File: config.mk
export PLATFORM = sky130hd
export DESIGN_NAME = hsram_io
export DESIGN_NICKNAME = d
export VERILOG_FILES = /design/src/rtl/hsram_io.sv
export SDC_FILE = /design/constraint.sdc
export NUM_CORES = 1
export LEC_CHECK = 0
export CAP_MARGIN = 25
export CELL_PAD_IN_SITES_DETAIL_PLACEMENT = 1
export CELL_PAD_IN_SITES_GLOBAL_PLACEMENT = 1
export CORE_ASPECT_RATIO = 1.5
export CORE_MARGIN = 1.5
export CORE_UTILIZATION = 51
export CTS_BUF_LIST = sky130_fd_sc_hd__clkbuf_4 sky130_fd_sc_hd__clkbuf_8
export DETAILED_ROUTE_END_ITERATION = 10
export HOLD_SLACK_MARGIN = 0.06
export PLACE_DENSITY = 0.89
export SLEW_MARGIN = 20
export SYNTH_ARGS = -nofsm -noshare
export SYNTH_HDL_FRONTEND = slang
export SYNTH_SLANG_ARGS = --single-unit
File: constraint.sdc
create_clock -name clk_sys -period 1 [get_ports clk_sys]
set_input_delay 0.25 -clock clk_sys [delete_from_list [all_inputs] [get_ports clk_sys]]
set_output_delay 0.25 -clock clk_sys [all_outputs]
set_load 0.01 [all_outputs]
File: src/rtl/hsram_io.sv
// High-score RAM bridge: 64x8 game RAM loaded/saved through data_io via a verified shadow copy.
// Define HSRAM_CHECKSUM_EN to enable the checksum byte at address 64 on load and upload.
module hsram_io #(
  parameter logic [7:0] INDEX = 8'hFF
) (
  input  logic        clk_sys,
  input  logic        reset_n,
  input  logic        ioctl_download,
  input  logic        ioctl_upload,
  input  logic        ioctl_wr,
  input  logic [7:0]  ioctl_index,
  input  logic [24:0] ioctl_addr,
  input  logic [7:0]  ioctl_dout,
  output logic [7:0]  ioctl_din,
  input  logic [5:0]  cpu_addr,
  input  logic [7:0]  cpu_din,
  input  logic        cpu_we,
  output logic [7:0]  cpu_dout,
  output logic        cpu_hold,
  output logic        load_ok,
  output logic        load_err
);

  typedef enum logic [2:0] {IDLE, LOAD, VERIFY, COMMIT, UPLOAD} state_t;

  state_t      state_q, state_d;
  logic [1:0]  rst_sync_q;
  logic        rst_n;
  logic        dl_q, ul_q, sel_q, sel_d;
  logic [5:0]  cnt_q, cnt_d;
  logic        load_ok_q, load_ok_d, load_err_q, load_err_d;
  logic [7:0]  din_q, din_d, cpu_dout_q;
  logic [7:0]  main_mem   [64];
  logic [7:0]  shadow_mem [64];

  logic        dl_rise, dl_fall, ul_rise, ul_fall, idx_match;
  logic [5:0]  addr_lo;
  logic        addr_in, addr_chk, shadow_we, pass;
  logic [7:0]  upload_chk;

  // Reset asserts immediately but is released only after two clean clock edges.
  always_ff @(posedge clk_sys or negedge reset_n) begin
    if (!reset_n) rst_sync_q <= 2'b00;
    else          rst_sync_q <= {rst_sync_q[0], 1'b1};
  end
  assign rst_n = rst_sync_q[1];

  assign dl_rise   = ioctl_download & ~dl_q;
  assign dl_fall   = ~ioctl_download & dl_q;
  assign ul_rise   = ioctl_upload & ~ul_q;
  assign ul_fall   = ~ioctl_upload & ul_q;
  assign idx_match = (ioctl_index == INDEX);
  assign sel_d     = (dl_rise | ul_rise) ? idx_match : sel_q;
  assign addr_lo   = ioctl_addr[5:0];
  assign addr_in   = (ioctl_addr < 25'd64);
  assign addr_chk  = (ioctl_addr == 25'd64);
  assign shadow_we = (state_q == LOAD) && sel_q && ioctl_wr && addr_in;

`ifdef HSRAM_CHECKSUM_EN
  logic [7:0]  chk_q, chk_d, sum_q, sum_d, acc_q, acc_d, verify_sum;
  logic [63:0] seen_q, seen_d;
  assign verify_sum = sum_q + shadow_mem[cnt_q];
  assign pass       = ((verify_sum + chk_q) == 8'h00);
  assign upload_chk = 8'h00 - acc_q;
`else
  assign pass       = 1'b1;
  assign upload_chk = 8'h00;
`endif

  always_comb begin
    state_d    = state_q;
    cnt_d      = cnt_q;
    load_ok_d  = 1'b0;
    load_err_d = 1'b0;
    din_d      = 8'h00;
`ifdef HSRAM_CHECKSUM_EN
    chk_d  = chk_q;
    sum_d  = sum_q;
    acc_d  = acc_q;
    seen_d = seen_q;
`endif
    case (state_q)
      IDLE: begin
        if (dl_rise && idx_match) begin
          state_d = LOAD;
`ifdef HSRAM_CHECKSUM_EN
          chk_d = 8'h00;
`endif
        end else if (ul_rise && idx_match) begin
          state_d = UPLOAD;
`ifdef HSRAM_CHECKSUM_EN
          acc_d  = 8'h00;
          seen_d = '0;
`endif
        end
      end
      LOAD: begin
`ifdef HSRAM_CHECKSUM_EN
        if (sel_q && ioctl_wr && addr_chk) chk_d = ioctl_dout;
        if (dl_fall) sum_d = 8'h00;
`endif
        if (dl_fall) begin
          state_d = VERIFY;
          cnt_d   = 6'd0;
        end
      end
      VERIFY: begin
        cnt_d = cnt_q + 6'd1;
`ifdef HSRAM_CHECKSUM_EN
        sum_d = verify_sum;
`endif
        if (cnt_q == 6'd63) begin
          state_d    = pass ? COMMIT : IDLE;
          load_err_d = ~pass;
        end
      end
      COMMIT: begin
        cnt_d = cnt_q + 6'd1;
        if (cnt_q == 6'd63) begin
          state_d   = IDLE;
          load_ok_d = 1'b1;
        end
      end
      UPLOAD: begin
        if (sel_q && addr_in) begin
          din_d = main_mem[addr_lo];
`ifdef HSRAM_CHECKSUM_EN
          // Each address contributes once, however long the host dwells on it.
          if (!seen_q[addr_lo]) begin
            acc_d           = acc_q + main_mem[addr_lo];
            seen_d[addr_lo] = 1'b1;
          end
`endif
        end else if (sel_q && addr_chk) begin
          din_d = upload_chk;
        end
        if (ul_fall) state_d = IDLE;
      end
      default: state_d = IDLE;
    endcase
  end

  always_ff @(posedge clk_sys or negedge rst_n) begin
    if (!rst_n) begin
      state_q    <= IDLE;
      dl_q       <= 1'b0;
      ul_q       <= 1'b0;
      sel_q      <= 1'b0;
      cnt_q      <= 6'd0;
      load_ok_q  <= 1'b0;
      load_err_q <= 1'b0;
      din_q      <= 8'h00;
      cpu_dout_q <= 8'h00;
`ifdef HSRAM_CHECKSUM_EN
      chk_q  <= 8'h00;
      sum_q  <= 8'h00;
      acc_q  <= 8'h00;
      seen_q <= '0;
`endif
    end else begin
      state_q    <= state_d;
      dl_q       <= ioctl_download;
      ul_q       <= ioctl_upload;
      sel_q      <= sel_d;
      cnt_q      <= cnt_d;
      load_ok_q  <= load_ok_d;
      load_err_q <= load_err_d;
      din_q      <= din_d;
      cpu_dout_q <= main_mem[cpu_addr];
`ifdef HSRAM_CHECKSUM_EN
      chk_q  <= chk_d;
      sum_q  <= sum_d;
      acc_q  <= acc_d;
      seen_q <= seen_d;
`endif
    end
  end

  // RAM contents survive reset; the commit copy owns the main write port while it runs.
  always_ff @(posedge clk_sys) begin
    if (shadow_we) shadow_mem[addr_lo] <= ioctl_dout;
    if (state_q == COMMIT) main_mem[cnt_q] <= shadow_mem[cnt_q];
    else if (cpu_we)       main_mem[cpu_addr] <= cpu_din;
  end

  assign cpu_hold  = (state_q == COMMIT);
  assign load_ok   = load_ok_q;
  assign load_err  = load_err_q;
  assign ioctl_din = din_q;
  assign cpu_dout  = cpu_dout_q;

endmodule

==> results.json, run 1 <==
{
  "pin_count": 80,
  "p_sw_mw": 57.20,
  "die-height_um": 367.6,
  "fp.dieW_um": 246.1,
  "p_int_mw": 100.8,
  "fin_crit_sh": 3.124,
  "synth_cell_type_count": 65,
  "routed_wl_mm": 199.7,
  "placed_cell_area_um2": 54440,
  "p_per_area_nw_per_um2": 2675,
  "grt_pass1_vias": 33350,
  "wl_per_cell_um": 45.10,
  "netlist_area_um2": 45190,
  "nets": 3206,
  "clk_latency_ps": 940,
  "viasPerCell": 7.448,
  "syn_to_final_growth_pct": 30.73,
  "status": "complete, but fails checks",
  "drc_errors": 0,
  "dpl.hpwl_mm": 112.9,
  "antenna_found_initial": 16,
  "startpoint_type": "flop",
  "cp_slowest_stage_delay_ps": 500,
  "firstDrtPassIters": 5,
  "hold_path_startpoint": "cpu_addr[2]",
  "grt_max_degree": 65,
  "crit_start": "cnt_q[0]$_DFFE_PN0P_",
  "grt.overflow.total": 0,
  "numCtsBuffers": 157,
  "ctsLongestPathBuffers": 3,
  "hold_viol": 0,
  "clk_pin_slew_ps": 80,
  "design_area_um2": 59080,
  "cp_slowest_cell": "mux4_2",
  "h-tree-depth": 4,
  "fmaxAchievable_ghz": 0.3201,
  "ff_latch_area_um2": 31540,
  "worst_pin_slew_ps": 1062,
  "worstPathArrival_ps": 3730,
  "root_buffer": "clkbuf_8",
  "violations": "negative setup slack",
  "r2r-start": "cnt_q[0]$_DFFE_PN0P_",
  "grt_first_pass_wirelength_mm": 249.6,
  "synth_nets": 2457,
  "cts_tree": "done",
  "ys_ff_latch": 1055,
  "cp_top_family": "buffers and inverters",
  "synth-main-ff-cell": "edfxtp_1",
  "synthArstFlopShare": 0.02938,
  "setup_viol": 1581,
  "vias": 32970,
  "place_congestion": 0.9878,
  "syn_area_per_cell_um2": 18.87,
  "relSlewSlack": 0.2922,
  "drt_iter0_markers": 5144,
  "cap_violations": 0,
  "comb_power_share": 0.376,
  "synth_warnings": 0,
  "p_total_mw": 158.0,
  "stdcell_count": 4427,
  "synth.yosys.seq_area_share": 0.6976,
  "postSynthCellCount": 2395,
  "cp_max_fo": 32,
  "cp.required_ps": 1610,
  "core_um2": 87700,
  "io_buffers": 78,
  "pwr-share-clk": 0.250,
  "seqPwrFrac": 0.375,
  "cts_sinks": 1055,
  "crit_chain": "buf_12, buf_16, buf_6, mux4_2, mux2i_1, buf_4, nor2_2, a311oi_2, a31oi_4, buf_12",
  "synth_edf_count": 1024,
  "critical_path_buf_inv_count": 5,
  "cpMostUsedCell": "buf_12",
  "nFillCells": 7079,
  "grtUsageTotal": 0.3993,
  "finalMaxSlewViolations": 0,
  "rsz0062_at_grt": "true",
  "placedCellCount": 4070,
  "period_needed_ps": 3124,
  "whs_ps": 135.6,
  "ir_drop_mv": 2.398,
  "fin_worst_skew_ps": 63.55,
  "antenna_left": 0,
  "drive_gt1_frac": 0.4806,
  "p_leak_nw": 19.77,
  "worstSetupPathType": "flop to flop",
  "multiInputGateArea_um2": 14750,
  "p_sw_frac": 0.3620,
  "rows": 133,
  "postLayoutSetupSlackWorst_ps": -2124,
  "hp-class": "primary input to flop",
  "cp-end-kind": "flop",
  "dp_slack_ps": -2272,
  "floorplan.initialDensity": 0.5153,
  "die-area_um2": 90440
}
## layout make-up
cell class | instances | area share
inverters | 12 | 0.0008259
clock inverters | 68 | 0.009784
repair buffers | 752 | 0.1357
multi-input cells | 1166 | 0.2497
flip-flops and latches | 1055 | 0.5338
well taps | 1147 | 0.02429
diodes | 11 | 0.0004659
clock buffers | 216 | 0.04545
## state kept, by name (all words and copies together) (netlist names), 2 cells and up
register and cells:
state_q 3, shadow_mem 512, cnt_q 6, cpu_dout 8
rst_sync_q 2, ioctl_din 8, main_mem 512
## stage by stage
step | utilization | setup TNS (ps)
2_1_floorplan | - | -1916090
3_3_place_gp | 0.6207 | -2510700
3_5_place_dp | 0.6207 | -2660090
4_1_cts | 0.6621 | -2431750
5_1_grt | 0.6735 | -2600010
6_report | 0.6737 | -2599790
## power groups by stage
stage	registers [mW]	logic, mW	clock network [mW]
after floorplan	59.1	23.5	0
after global placement	59.8	39.6	0
after detailed placement	60.2	42.8	0
after CTS	59.0	45.6	38.3
after global routing	59.2	58.9	40.5
final	59.2	59.4	39.5
## metal layers
| layer | track usage | part of all wire | vias to the layer above |
|---|---|---|---|
| met5 | 0.005447 | 0.0012 | - |
| met4 | 0.3417 | 0.12 | 16 |
| met3 | 0.1084 | 0.12 | 1353 |
| met2 | 0.6474 | 0.47 | 3602 |
| met1 | 0.4304 | 0.29 | 16430 |
| li1 | - | - | 11580 |
## placed cells by master, fill, tap and decap left out, types with 11 or more instances in the layout
cell and n:
nand3_1 11, clkinv_1 32, a22oi_2 11, mux4_2 333, o22ai_1 89, edfxtp_1 1024
buf_12 136, clkinv_2 20, nor2_1 74, a22oi_1 12, a211oi_2 11, buf_4 489
nand2_1 43, clkbuf_8 171, nor2b_1 14, clkdlybuf4s50_1 63, nand2_4 16, clkbuf_4 46
clkbuf_16 14, buf_6 15, nor2_4 132, a221oi_1 11, mux2_2 38, diode_2 11
nand2_8 12, dlygate4sd3_1 12, mux2i_1 79, a21oi_1 38, o221ai_1 35, o21ai_0 22
dfrtp_1 26
## tightest hold or removal path: stages
cell,delay (ps)
buf_2,180
buf_12,190
mux4_2,220
o22ai_1,70
nor2_1,90
## logic make-up after synthesis
family                   share of synthesized area
other                                    0.0001662
flip-flops                                  0.6976
multiplexers                                0.1947
XOR/XNOR                                 0.0007754
AND/OR/NAND/NOR                            0.03807
buffers and inverters                      0.02060
AO/OA/AOI/OAI                              0.04784
adder cells (fa/ha/maj)                  0.0002768
## cell usage after synthesis (13+ instances only)
master	number	area [um^2]
a221oi_1	14	122.6
o221ai_1	41	359.1
mux4_2	328	7387
clkbuf_1	61	229.0
nand2_1	73	274.0
nor2_1	208	780.8
nand3_1	17	85.08
nor2b_1	16	100.1
a21oi_1	42	210.2
dfrtp_1	31	775.7
edfxtp_1	1024	30750
o21ai_0	35	175.2
buf_4	31	232.7
buf_2	42	210.2
mux2i_1	84	840.8
a31oi_1	13	81.33
buf_1	15	56.30
o22ai_1	89	556.8
a22oi_1	23	172.7
mux2_2	39	439.2
a211oi_1	23	172.7
## final timing paths
path	end	slack [ps]	depth (start not counted)
setup / recovery	main_mem[40][6]$_DFFE_PP_	-2120	10
hold / removal	cpu_dout[4]$_DFF_PN0_	140	5
setup reg to reg	main_mem[40][6]$_DFFE_PP_	-2120	10
hold reg to reg	load_ok$_DFF_PN0_	270	1
max in group asynchronous	rst_sync_q[0]$_DFF_PN0_	160	3
min in group asynchronous	load_ok$_DFF_PN0_	270	1
## repair_timing
item	in CTS	in global routing
gates cloned	1	21
endpoints found under the hold margin	517	0
pin swaps	3	19
buffers inserted	7	21
endpoints found under the setup margin	1581	1581
resized for setup	25	76
hold buffers	12	0
Note: power is estimated with default switching activity, not from simulation.
==> inputs of run 2 (changes only) <==
--- a/config.mk
+++ b/config.mk
@@ -14,7 +14,7 @@
 export CTS_BUF_LIST = sky130_fd_sc_hd__clkbuf_4 sky130_fd_sc_hd__clkbuf_8
 export DETAILED_ROUTE_END_ITERATION = 10
 export HOLD_SLACK_MARGIN = 0.06
-export PLACE_DENSITY = 0.89
+export PLACE_DENSITY_LB_ADDON = 0.1
 export SLEW_MARGIN = 20
 export SYNTH_ARGS = -nofsm -noshare
 export SYNTH_HDL_FRONTEND = slang
==> results.json, run 2 (synthesis gave the netlist of run 1 again) <==
{
  "cts_tree": "done",
  "violations": "negative setup slack",
  "grt_first_pass_wirelength_mm": 223.6,
  "hp-class": "primary input to flop",
  "status": "complete, but fails checks",
  "ir_drop_mv": 2.559,
  "nets": 3229,
  "rrSetupSlack_ps": -1950,
  "cts_sinks": 1055,
  "syn_to_final_growth_pct": 30.97,
  "io_buffers": 78,
  "hold_path_startpoint": "cpu_addr[2]",
  "mostFrequentLayoutCells": "edfxtp_1, buf_4, mux4_2, buf_12, clkbuf_8",
  "floorplan.initialDensity": 0.5153,
  "dp_slack_ps": -2065,
  "clk_pin_slew_ps": 70,
  "firstDrtPassIters": 6,
  "top_regs": "main_mem x512, shadow_mem x512",
  "fp.dieW_um": 246.1,
  "rsz0062_at_grt": "true",
  "period_needed_ps": 2950,
  "startpoint_type": "flop",
  "hold_path_end": "cpu_dout[7]$_DFF_PN0_",
  "path_depth": 8,
  "setup_viol": 1581,
  "hold-path-cell-count": 5,
  "dpl.hpwl_mm": 110.4,
  "die-area_um2": 90440,
  "h-tree-depth": 4,
  "drc_errors": 0,
  "r2r-start": "cnt_q[0]$_DFFE_PN0P_",
  "finalMaxSlewViolations": 0,
  "p_per_area_nw_per_um2": 2461,
  "crit_chain": "buf_6, buf_12, mux4_2, a22o_1, a211oi_2, a211oi_1, o32a_4, clkbuf_16",
  "worstSetupPathType": "flop to flop",
  "rows": 133,
  "relSlewSlack": 0.6684,
  "antenna_found_initial": 3,
  "grt_pass1_vias": 31490,
  "cp.required_ps": 1610,
  "mostFrequentLayoutCell": "edfxtp_1",
  "die-height_um": 367.6,
  "setup_tns_ps": -2426640,
  "r2r_cells": 8,
  "core_um2": 87700,
  "drive_gt1_frac": 0.4779,
  "antenna_left": 0,
  "critical_path_buf_inv_count": 3,
  "fin_crit_sh": 2.950,
  "wl_per_cell_um": 35.73,
  "grtUsageTotal": 0.3538,
  "r2r-end": "main_mem[17][3]$_DFFE_PP_",
  "cap_violations": 0,
  "worst_pin_slew_ps": 490.4,
  "grt.overflow.total": 0,
  "whs_ps": 174.0,
  "root_buffer": "clkbuf_8",
  "placed_cell_area_um2": 55310,
  "cp_slowest_stage_delay_ps": 550,
  "drt_iter0_markers": 2877,
  "grt_max_degree": 65,
  "clk_latency_ps": 880,
  "cp-end-kind": "flop",
  "p_leak_nw": 19.82,
  "placedCellCount": 4120,
  "cp_top_family": "compound AO/OA/AOI/OAI gates",
  "design_area_um2": 59190,
  "routed_wl_mm": 158.4,
  "numCtsBuffers": 157,
  "ctsLongestPathBuffers": 3,
  "p_total_mw": 145.7,
  "final_util": 0.6749,
  "fin_worst_skew_ps": 34.06,
  "postLayoutSetupSlackWorst_ps": -1950,
  "pin_count": 80,
  "place_congestion": 0.9573,
  "vias": 28800,
  "stdcell_count": 4433,
  "cp_slowest_cell": "o32a_4",
  "viasPerCell": 6.497,
  "cp_max_fo": 16,
  "worstPathArrival_ps": 3560,
  "hold_viol": 0,
  "fmaxAchievable_ghz": 0.3390
}
==> run 2: cell types whose count changed in the layout (fill, tap and decap cells not counted), sizes merged <==
cell         before  now
buf             662  692
bufinv            9    5
clkbuf          231  207
clkinv           53   67
clkinvlp          2    3
diode            11    1
dlygate4sd3      12   11
==> run 2: how the worst max path moves through the flow <==
stage | end | slack [ps] | start
after floorplan | main_mem[0][6]$_DFFE_PP_ | -1660 | cnt_q[0]$_DFFE_PN0P_
after global placement | main_mem[17][3]$_DFFE_PP_ | -2010 | cnt_q[0]$_DFFE_PN0P_
after detailed placement | main_mem[61][5]$_DFFE_PP_ | -2070 | cnt_q[0]$_DFFE_PN0P_
after CTS | main_mem[9][6]$_DFFE_PP_ | -1880 | cnt_q[1]$_DFFE_PN0P_
after global routing | main_mem[57][3]$_DFFE_PP_ | -2000 | cnt_q[0]$_DFFE_PN0P_
final | main_mem[17][3]$_DFFE_PP_ | -1950 | cnt_q[0]$_DFFE_PN0P_
==> run 2: routing by layer <==
metal  wire length [um]  vias up  GRT usage
li1                   -    11620          -
met1              53230    15120     0.4004
met2              81900     1583     0.6006
met3              10130      478    0.05853
met4              13140        0     0.2623
met5                  0        -          0
==> run 2: final cells by class <==
cell class                 count  area [um^2]
clock buffer                 198         2500
antenna                        1        2.502
sequential                  1055        31540
fill                        7231        28510
clock inverter                79        519.2
inverter                      12        48.80
timing repair buffer         775         8494
tap                         1147         1435
multi-input combinational   1166        14650
==> run 2: worst register-to-register path: stages, from the launching register on <==
cell and delay [ps]:
dfrtp_4 480, buf_6 170, buf_12 150, mux4_2 520
a22o_1 250, a211oi_2 190, a211oi_1 90, o32a_4 550
clkbuf_16 290
==> run 2: where the power goes <==
part	switching, mW	internal, mW	total (mW)
registers	0.924	58.0	58.9
clock network	17.2	17.8	34.9
logic	29.9	22.0	51.9
total	48.0	97.7	146
==> run 2: what timing repair did <==
item                       in CTS  in global routing
buffers inserted                5                  8
hold endpoints to repair      515                  0
setup endpoints to repair    1581               1581
gates resized for setup        30                 48
hold buffers                   11                  0
gates cloned                    2                 10
pin swaps                      11                 11
